[src/rtl/snn_aer_pkg.sv]
`default_nettype none
// +----------------------------------------------------------------------------+
// | snn_aer_pkg : shared AER definitions for the spike encoder/decoder pair    |
// | Revision    : 1.0                                                          |
// +----------------------------------------------------------------------------+
package snn_aer_pkg;

  // AER word layout: {timestamp, address}, address in the low field
  localparam int DROP_CNT_BITS = 8;

  typedef enum logic [0:0] {
    ST_IDLE = 1'b0,
    ST_SCAN = 1'b1
  } scan_state_e;

  function automatic int addr_bits(input int m);
    return (m > 1) ? $clog2(m) : 1;
  endfunction

endpackage
`default_nettype wire

[src/rtl/aer_sync_fifo.sv]
`default_nettype none
// +----------------------------------------------------------------------------+
// | aer_sync_fifo : first-word fall-through event FIFO with occupancy count    |
// | Revision      : 1.0                                                        |
// +----------------------------------------------------------------------------+
module aer_sync_fifo #(
  parameter int WIDTH = 12,
  parameter int DEPTH = 8
) (
  input  logic                     clk,
  input  logic                     reset_n,
  input  logic                     push,
  input  logic [WIDTH-1:0]         wr_data,
  output logic                     full,
  input  logic                     pop,
  output logic [WIDTH-1:0]         rd_data,
  output logic                     valid,
  output logic [$clog2(DEPTH):0]   count
);

  localparam int PTR_BITS = (DEPTH > 1) ? $clog2(DEPTH) : 1;
  localparam int CNT_BITS = $clog2(DEPTH) + 1;

  logic [WIDTH-1:0]    r_mem [DEPTH];
  logic [PTR_BITS-1:0] r_wr_ptr;
  logic [PTR_BITS-1:0] r_rd_ptr;
  logic [CNT_BITS-1:0] r_count;
  logic                w_push;
  logic                w_pop;

  assign full    = (r_count == CNT_BITS'(DEPTH));
  assign valid   = (r_count != '0);
  assign w_push  = push & ~full;
  assign w_pop   = pop & valid;
  assign count   = r_count;
  // Masked when empty so the head reads zero after reset
  assign rd_data = valid ? r_mem[r_rd_ptr] : '0;

  always_ff @(posedge clk) begin
    if (w_push) r_mem[r_wr_ptr] <= wr_data;
  end

  always_ff @(posedge clk or negedge reset_n) begin
    if (!reset_n) begin
      r_wr_ptr <= '0;
      r_rd_ptr <= '0;
      r_count  <= '0;
    end else begin
      if (w_push) r_wr_ptr <= r_wr_ptr + PTR_BITS'(1);
      if (w_pop)  r_rd_ptr <= r_rd_ptr + PTR_BITS'(1);
      case ({w_push, w_pop})
        2'b10:   r_count <= r_count + CNT_BITS'(1);
        2'b01:   r_count <= r_count - CNT_BITS'(1);
        default: r_count <= r_count;
      endcase
    end
  end

endmodule
`default_nettype wire

[src/rtl/spike_aer_encoder.sv]
`default_nettype none
// +----------------------------------------------------------------------------+
// | spike_aer_encoder : serialises a spike vector into queued AER events       |
// | Revision          : 1.0                                                    |
// +----------------------------------------------------------------------------+
module spike_aer_encoder
  import snn_aer_pkg::*;
#(
  parameter int M          = 4,
  parameter int TS_BITS    = 8,
  parameter int FIFO_DEPTH = 8
) (
  input  logic                          clk,
  input  logic                          reset_n,
  input  logic                          enable,
  input  logic                          time_tick,
  input  logic [M-1:0]                  spikes_in,
  output logic                          aer_valid,
  input  logic                          aer_ready,
  output logic [addr_bits(M)-1:0]       aer_addr,
  output logic [TS_BITS-1:0]            aer_timestamp,
  output logic [$clog2(FIFO_DEPTH):0]   fifo_count,
  output logic [DROP_CNT_BITS-1:0]      dropped_count,
  output logic                          busy
);

  localparam int ADDR_BITS = addr_bits(M);
  localparam int WORD_BITS = ADDR_BITS + TS_BITS;

  scan_state_e              r_state;
  logic [TS_BITS-1:0]       r_ts;
  logic [TS_BITS-1:0]       r_cap_ts;
  logic [M-1:0]             r_pending;
  logic [DROP_CNT_BITS-1:0] r_drop_cnt;

  logic [ADDR_BITS-1:0]     w_pick;
  logic [M-1:0]             w_pick_oh;
  logic [M-1:0]             w_pending_next;
  logic                     w_push;
  logic                     w_cap_open;
  logic                     w_spike;
  logic                     w_fifo_full;
  logic [WORD_BITS-1:0]     w_rd_data;

  // Downward scan so the lowest set bit is the last assignment
  always_comb begin
    w_pick    = '0;
    w_pick_oh = '0;
    for (int i = M - 1; i >= 0; i--) begin
      if (r_pending[i]) begin
        w_pick       = ADDR_BITS'(i);
        w_pick_oh    = '0;
        w_pick_oh[i] = 1'b1;
      end
    end
  end

  assign w_push         = (r_state == ST_SCAN) && !w_fifo_full;
  assign w_pending_next = w_push ? (r_pending & ~w_pick_oh) : r_pending;
  assign w_cap_open     = (r_state == ST_IDLE) || (w_push && (w_pending_next == '0));
  assign w_spike        = enable && (|spikes_in);

  always_ff @(posedge clk or negedge reset_n) begin
    if (!reset_n) begin
      r_state    <= ST_IDLE;
      r_ts       <= '0;
      r_cap_ts   <= '0;
      r_pending  <= '0;
      r_drop_cnt <= '0;
    end else begin
      if (enable && time_tick) r_ts <= r_ts + TS_BITS'(1);

      if (w_spike && w_cap_open) begin
        r_pending <= spikes_in;
        r_cap_ts  <= r_ts;
        r_state   <= ST_SCAN;
      end else begin
        r_pending <= w_pending_next;
        if (r_state == ST_SCAN && w_pending_next == '0) r_state <= ST_IDLE;
        if (w_spike && !(&r_drop_cnt)) r_drop_cnt <= r_drop_cnt + DROP_CNT_BITS'(1);
      end
    end
  end

  aer_sync_fifo #(
    .WIDTH (WORD_BITS),
    .DEPTH (FIFO_DEPTH)
  ) u_fifo (
    .clk     (clk),
    .reset_n (reset_n),
    .push    (w_push),
    .wr_data ({r_cap_ts, w_pick}),
    .full    (w_fifo_full),
    .pop     (aer_ready),
    .rd_data (w_rd_data),
    .valid   (aer_valid),
    .count   (fifo_count)
  );

  assign aer_addr      = w_rd_data[ADDR_BITS-1:0];
  assign aer_timestamp = w_rd_data[ADDR_BITS +: TS_BITS];
  assign dropped_count = r_drop_cnt;
  assign busy          = (r_state == ST_SCAN);

endmodule
`default_nettype wire

[config.mk]
export PLATFORM = sky130hd
export DESIGN_NAME = spike_aer_encoder
export DESIGN_NICKNAME = d
export VERILOG_FILES = /design/src/rtl/snn_aer_pkg.sv /design/src/rtl/aer_sync_fifo.sv /design/src/rtl/spike_aer_encoder.sv
export SDC_FILE = /design/constraint.sdc
export NUM_CORES = 1
export LEC_CHECK = 0
export BUFFER_PORTS_ARGS = -buffer_cell sky130_fd_sc_hd__buf_2
export CORE_UTILIZATION = 61
export CTS_BUF_LIST = sky130_fd_sc_hd__clkbuf_4 sky130_fd_sc_hd__clkbuf_8
export CTS_CLUSTER_SIZE = 12
export DETAILED_ROUTE_END_ITERATION = 16
export PLACE_DENSITY = 0.79
export SYNTH_ARGS = -nofsm -noshare
export SYNTH_HDL_FRONTEND = slang
export SYNTH_SLANG_ARGS = --single-unit
[constraint.sdc]
create_clock -name clk -period 5.7 [get_ports clk]
set_input_delay 0.285 -clock clk [delete_from_list [all_inputs] [get_ports clk]]
set_output_delay 0.285 -clock clk [all_outputs]
set_load 0.02 [all_outputs]
## Word-level counts from Yosys, hierarchy flattened

Memory sizes are Yosys's and may differ from the RTL's.
Index checks and enable logic that the tools add are counted.

- Add/subtract/negate cells: 6
- Equality and inequality tests: 3
- Muxes and demuxes: 16
- Bitwise gates (word level): 7
- Reduce and logical (&&, ||, !) cells: 17

Operator list:

| kind | number |
|---|---|
| 2-to-1 mux 4 bit | 6 |
| adder 8 x 1 -> 8 bit, second input constant | 2 |
| 2-to-1 mux 10 bit | 1 |
| 2-to-1 mux 2 bit | 4 |
| case mux 4 bit (2 select lines) | 1 |
| AND reduction 8 bit | 1 |
| logical AND 1 bit | 7 |
| adder 3 x 1 -> 3 bit, second input constant | 2 |
| adder 4 x 1 -> 4 bit, second input constant | 1 |
| bitwise AND 4 bit | 1 |
| == test 4 bit, second input constant | 1 |
| logical NOT 4 bit | 1 |
| 2-to-1 mux 1 bit | 4 |
| NOT 4 bit | 1 |
| nonzero test 2 bit | 2 |
| nonzero test 4 bit | 1 |
| OR reduction 4 bit | 1 |
| subtractor 4 x 1 -> 4 bit, second input constant | 1 |
| NOT 1 bit | 3 |
| bitwise AND 1 bit | 2 |
| == test 2 x 1 -> 1 bit, second input constant | 1 |
| == test 2 bit, second input constant | 1 |
| logical NOT 1 bit | 2 |
| AND reduction 2 bit | 1 |
| logical OR 1 bit | 1 |

- Register bits after elaboration: 39
- Bits in writable memories: 80
- Input port bits: 9
- Word-level logic and storage cells: 58
- Memories kept: 1

Memory list:

| memory | depth | bits a word | read ports | clocked after Yosys merged registers in | wr ports | RTL line | text |
|---|---|---|---|---|---|---|---|
| u_fifo.r_mem | 8 | 10 | 1 | 0 | 1 | aer_sync_fifo.sv:24 | `logic [WIDTH-1:0] r_mem [DEPTH];` |

## Depth between registers and ports, before layout

- Word-level depth: 13
- Mapped depth: 10
- Mapped depth without buffers: 9

## Cells and area by module

Synthesis repeated with hierarchy kept, for this count alone.

- Cells, all modules: 300
- Area, all modules: 4982.3 um^2

Modules (own cells, without submodules):

| module | times used | cells each | area each (um^2) | sequential area each (um^2) |
|---|---|---|---|---|
| aer_sync_fifo | 1 | 185 | 3639.7 | 2652.5 |
| spike_aer_encoder | 1 | 115 | 1342.5 | 725.7 |

## Worst setup path after synthesis

OpenSTA, ideal clock, no wires.

- Kind: flip-flop to flip-flop
- Start: register u_fifo.r_count[0], in the netlist u_fifo.count[0]
- End: register u_fifo.r_count[3], in the netlist u_fifo.count[3]
- Arrival time: 2.546 ns
- Required time: 5.620 ns
- Path slack: 3.074 ns
- Cell stages (with the launch flop): 11
- Path buffers: 2
- Clock period less this slack: 2.626 ns
- Cells stage by stage: dfrtp_1 > or4b_1 > buf_2 > nand2_1 > buf_2 > ha_1 > ha_1 > a21o_1 > a21oi_1 > mux2i_1 > xnor2_1

- Cells in the longest elaborated chain, start to end: 6

RTL lines:

| what | RTL line | text |
|---|---|---|
| start, declared | aer_sync_fifo.sv:27 | `logic [CNT_BITS-1:0] r_count;` |
| start signal, assigned | aer_sync_fifo.sv:52 | `2'b10: r_count <= r_count + CNT_BITS'(1);` |
| start signal, assigned | aer_sync_fifo.sv:53 | `2'b01: r_count <= r_count - CNT_BITS'(1);` |
| start signal, assigned | aer_sync_fifo.sv:54 | `default: r_count <= r_count;` |
| == test 4 bit | aer_sync_fifo.sv:31 | `assign full = (r_count == CNT_BITS'(DEPTH));` |
| logical NOT 1 bit | spike_aer_encoder.sv:58 | `assign w_push = (r_state == ST_SCAN) && !w_fifo_full;` |
| logical AND 1 bit | spike_aer_encoder.sv:58 |  |
| bitwise AND 1 bit | aer_sync_fifo.sv:33 | `assign w_push = push & ~full;` |
| == test 2 x 1 -> 1 bit / == test 2 bit (equally long branches) | aer_sync_fifo.sv:51 | `case ({w_push, w_pop})` |
| case mux 4 bit (2 select lines) / nonzero test 2 bit (equally long branches) | - |  |

Several ways; a longest one is shown, not always the timed one.
A chain may end at the register's enable or synchronous reset.

## Worst setup path after layout

Same ends and word-level chain as after synthesis.

==> qor.yml <==
yosys.area.top_type: "edfxtp_1"
overflow: 0
pin_count: 33
ir_drop_mv: 0.313
async_reset_ff_frac: 0.328
grt_first_pass_wirelength_um: 13900
ctsResizeCount: 0
synth_top_area_frac: 0.479
clk_latency_ns: 0.42
holdWs_ns: 0.136
worstSetupPathType: "reg2reg"
numPortBuffers: 32
drc: 0
synthTopCellsByCount: "80 x edfxtp_1, 39 x dfrtp_1, 20 x mux4_2"
met3_length_um: 507
cts_inserted_buffers: 17
met1_length_um: 3640
dpl-instance-area_um2: 5290
clock_skew_ns: 0.0121
ys_seq_area_frac: 0.674
gp_congestion: 0.769
cpLargestDelayFamily: "simple AND/OR/NAND/NOR gates"
drive_above_1_share: 0.300
drt_pass1_iterations: 4
met2WireLength_um: 4500
nNetsFinal: 357
critPathSlowestCell: "or4b_1"
clkTransAtPathRegs_ns: 0.07
r2r_cells: 8
synth_edf_count: 80
leakage_nw: 2.21
area_growth_pct: 15.4
drtIter0Drc: 162
antenna_cells: 0
p_total_mw: 3.51
die_x_um: 92.6
hold_path_class: "in2reg"
top_layer: "met4"
grt_setup_unrepaired: "false"
hold_path_depth: 3
syn_nets: 316
hold_start: "spikes_in[1]"
htree_levels: 4
viasPerCell: 5.92
path_buf_inv: 0
ys.flop_type: "edfxtp_1"
status: "finished, final reports clean"
end_kind: "flop"
path_cells: "or4b_1, nand2_1, ha_1, ha_1, a21o_1, a21oi_1, mux2i_1, xnor2_1"
period_share: 0.514
wl_um: 8780
multiInputGateArea_um2: 1560
synth.most_common_cell: "edfxtp_1"
grt.total_usage: 0.228
core_area_um2: 7850
max-clock-path-buffers: 2
p_per_area_nw_per_um2: 607
crit_cells: 8
design_area_um2: 5780
max-cap-violations: 0
initial_core_util: 0.639
worstMarginPinSlew_ns: 1.07
nFillCells: 504
fin_util: 0.737
drv_slew: 0
ys_seq_elements: 119
timing.rr.end: "u_fifo.count[3]"
drtAntennaViolNets: 0
crit_path_max_incr_delay_ns: 0.66
start_kind: "flop"
yosys-top-cells-area: "edfxtp_1 48%, dfrtp_1 19%, mux4_2 9.0%"
cts_tree: "built"
die_area_um2: 8580
path_max_fanout: 11
hpwlAfterDp_um: 5350
cpMostUsedCell: "ha_1"
slew_headroom: 0.282
seq_area_um2: 3380
cts_sinks: 119
syn_avg_cell_area_um2: 16.8
setup_violations: 0
ys_types: 38
antenna_found_initial: 0
die_y_um: 92.6
syn-instance-count: 299
root_buffer: "clkbuf_8"
ys_warn_count: 0
crit_arrival_ns: 3.27
hold_violations: 0
period_needed_ns: 2.93
critPathRequiredTime_ns: 6.04
fp-row-count: 32
fmax_ghz: 0.342
grt_max_degree: 40
setup_tns_ns: 0
first_global_vias: 2715
syn_area_um2: 5010
r2r_slack_ns: 2.77
holdPathEnd: "r_pending[1]"
post_drt_wl_per_cell_um: 19.3
vias: 2693
reg2reg_from: "u_fifo.count[0]"
registers in the layout (all words and copies together), names as in the netlist:
name and flops:
r_pending 4, u_fifo.r_wr_ptr 3, dropped_count 8, u_fifo.r_rd_ptr 3, u_fifo.count 4, r_cap_ts 8
r_ts 8, busy 1, u_fifo.r_mem 80
power breakdown:
part / switching [mW] / internal, mW
combinational: 0.594 / 0.508
sequential: 0.265 / 1.23
clock: 0.343 / 0.567
layout by cell type (no fill, tap or decap), drive strengths merged, types with 2 or more instances in the layout:
| cell | count |
|---|---|
| dfrtp | 39 |
| xor2 | 2 |
| a211oi | 3 |
| mux2 | 13 |
| ha | 7 |
| and3 | 5 |
| and4 | 2 |
| nand2 | 7 |
| nor2 | 18 |
| o41ai | 3 |
| nand4 | 5 |
| mux4 | 20 |
| mux2i | 15 |
| xnor2 | 19 |
| buf | 36 |
| nand2b | 2 |
| edfxtp | 80 |
| clkbuf | 17 |
| nor4 | 2 |
| inv | 11 |
| nor3 | 5 |
| bufinv | 6 |
| a21oi | 7 |
| nand3 | 11 |
| clkinvlp | 5 |
| o21ai | 3 |
through the flow:
stage               setup slack (ns)  std cells
CTS                             2.79        455
floorplan                       3.07        299
detailed placement              2.82        422
finish                          2.77        455
global placement                2.91        422
global route                    2.55        455
routing by layer:
metal / global-route usage / vias up
li1: - / 1229
met1: 0.285 / 1363
met2: 0.369 / 88
met3: 0.0681 / 13
met4: 0.104 / 0
met5: 0 / -
layout make-up:
type	count	share of cell area
flip-flops and latches	119	0.584
clock inverters	15	0.0431
multi-input cells	157	0.270
repair buffers	37	0.0346
well taps	102	0.0221
inverters	8	0.00519
clock buffers	17	0.0405
tightest hold or removal path, cell delays in order:
cell and delay [ns]:
buf_2 0.12, inv_1 0.05, mux2i_1 0.06
how the worst max path moves through the flow:
stage	start	to	slack [ns]
after floorplan	u_fifo.count[0]	u_fifo.count[3]	3.07
after global placement	u_fifo.count[1]	u_fifo.count[3]	2.91
after detailed placement	u_fifo.count[0]	u_fifo.count[3]	2.82
after CTS	u_fifo.count[0]	u_fifo.count[3]	2.79
after global routing	u_fifo.count[0]	u_fifo.count[3]	2.55
final	u_fifo.count[0]	u_fifo.count[3]	2.77
repair_timing:
| item | in CTS | in global routing |
|---|---|---|
| hold endpoints to repair | 38 | 0 |
| buffers inserted | 0 | 0 |
| hold buffers | 1 | 0 |
cells by family (layout without fill, tap and decap cells):
kind of cell	after synthesis	in the layout	share of synthesized area
multiplexers	48	48	0.154
XOR/XNOR	21	21	0.0367
buffers and inverters	23	77	0.0197
adder cells (fa/ha/maj)	8	8	0.0215
AND/OR/NAND/NOR	61	61	0.0624
AO/OA/AOI/OAI	19	19	0.0312
flip-flops	119	119	0.674
Note: power is estimated with default switching activity, not from simulation.
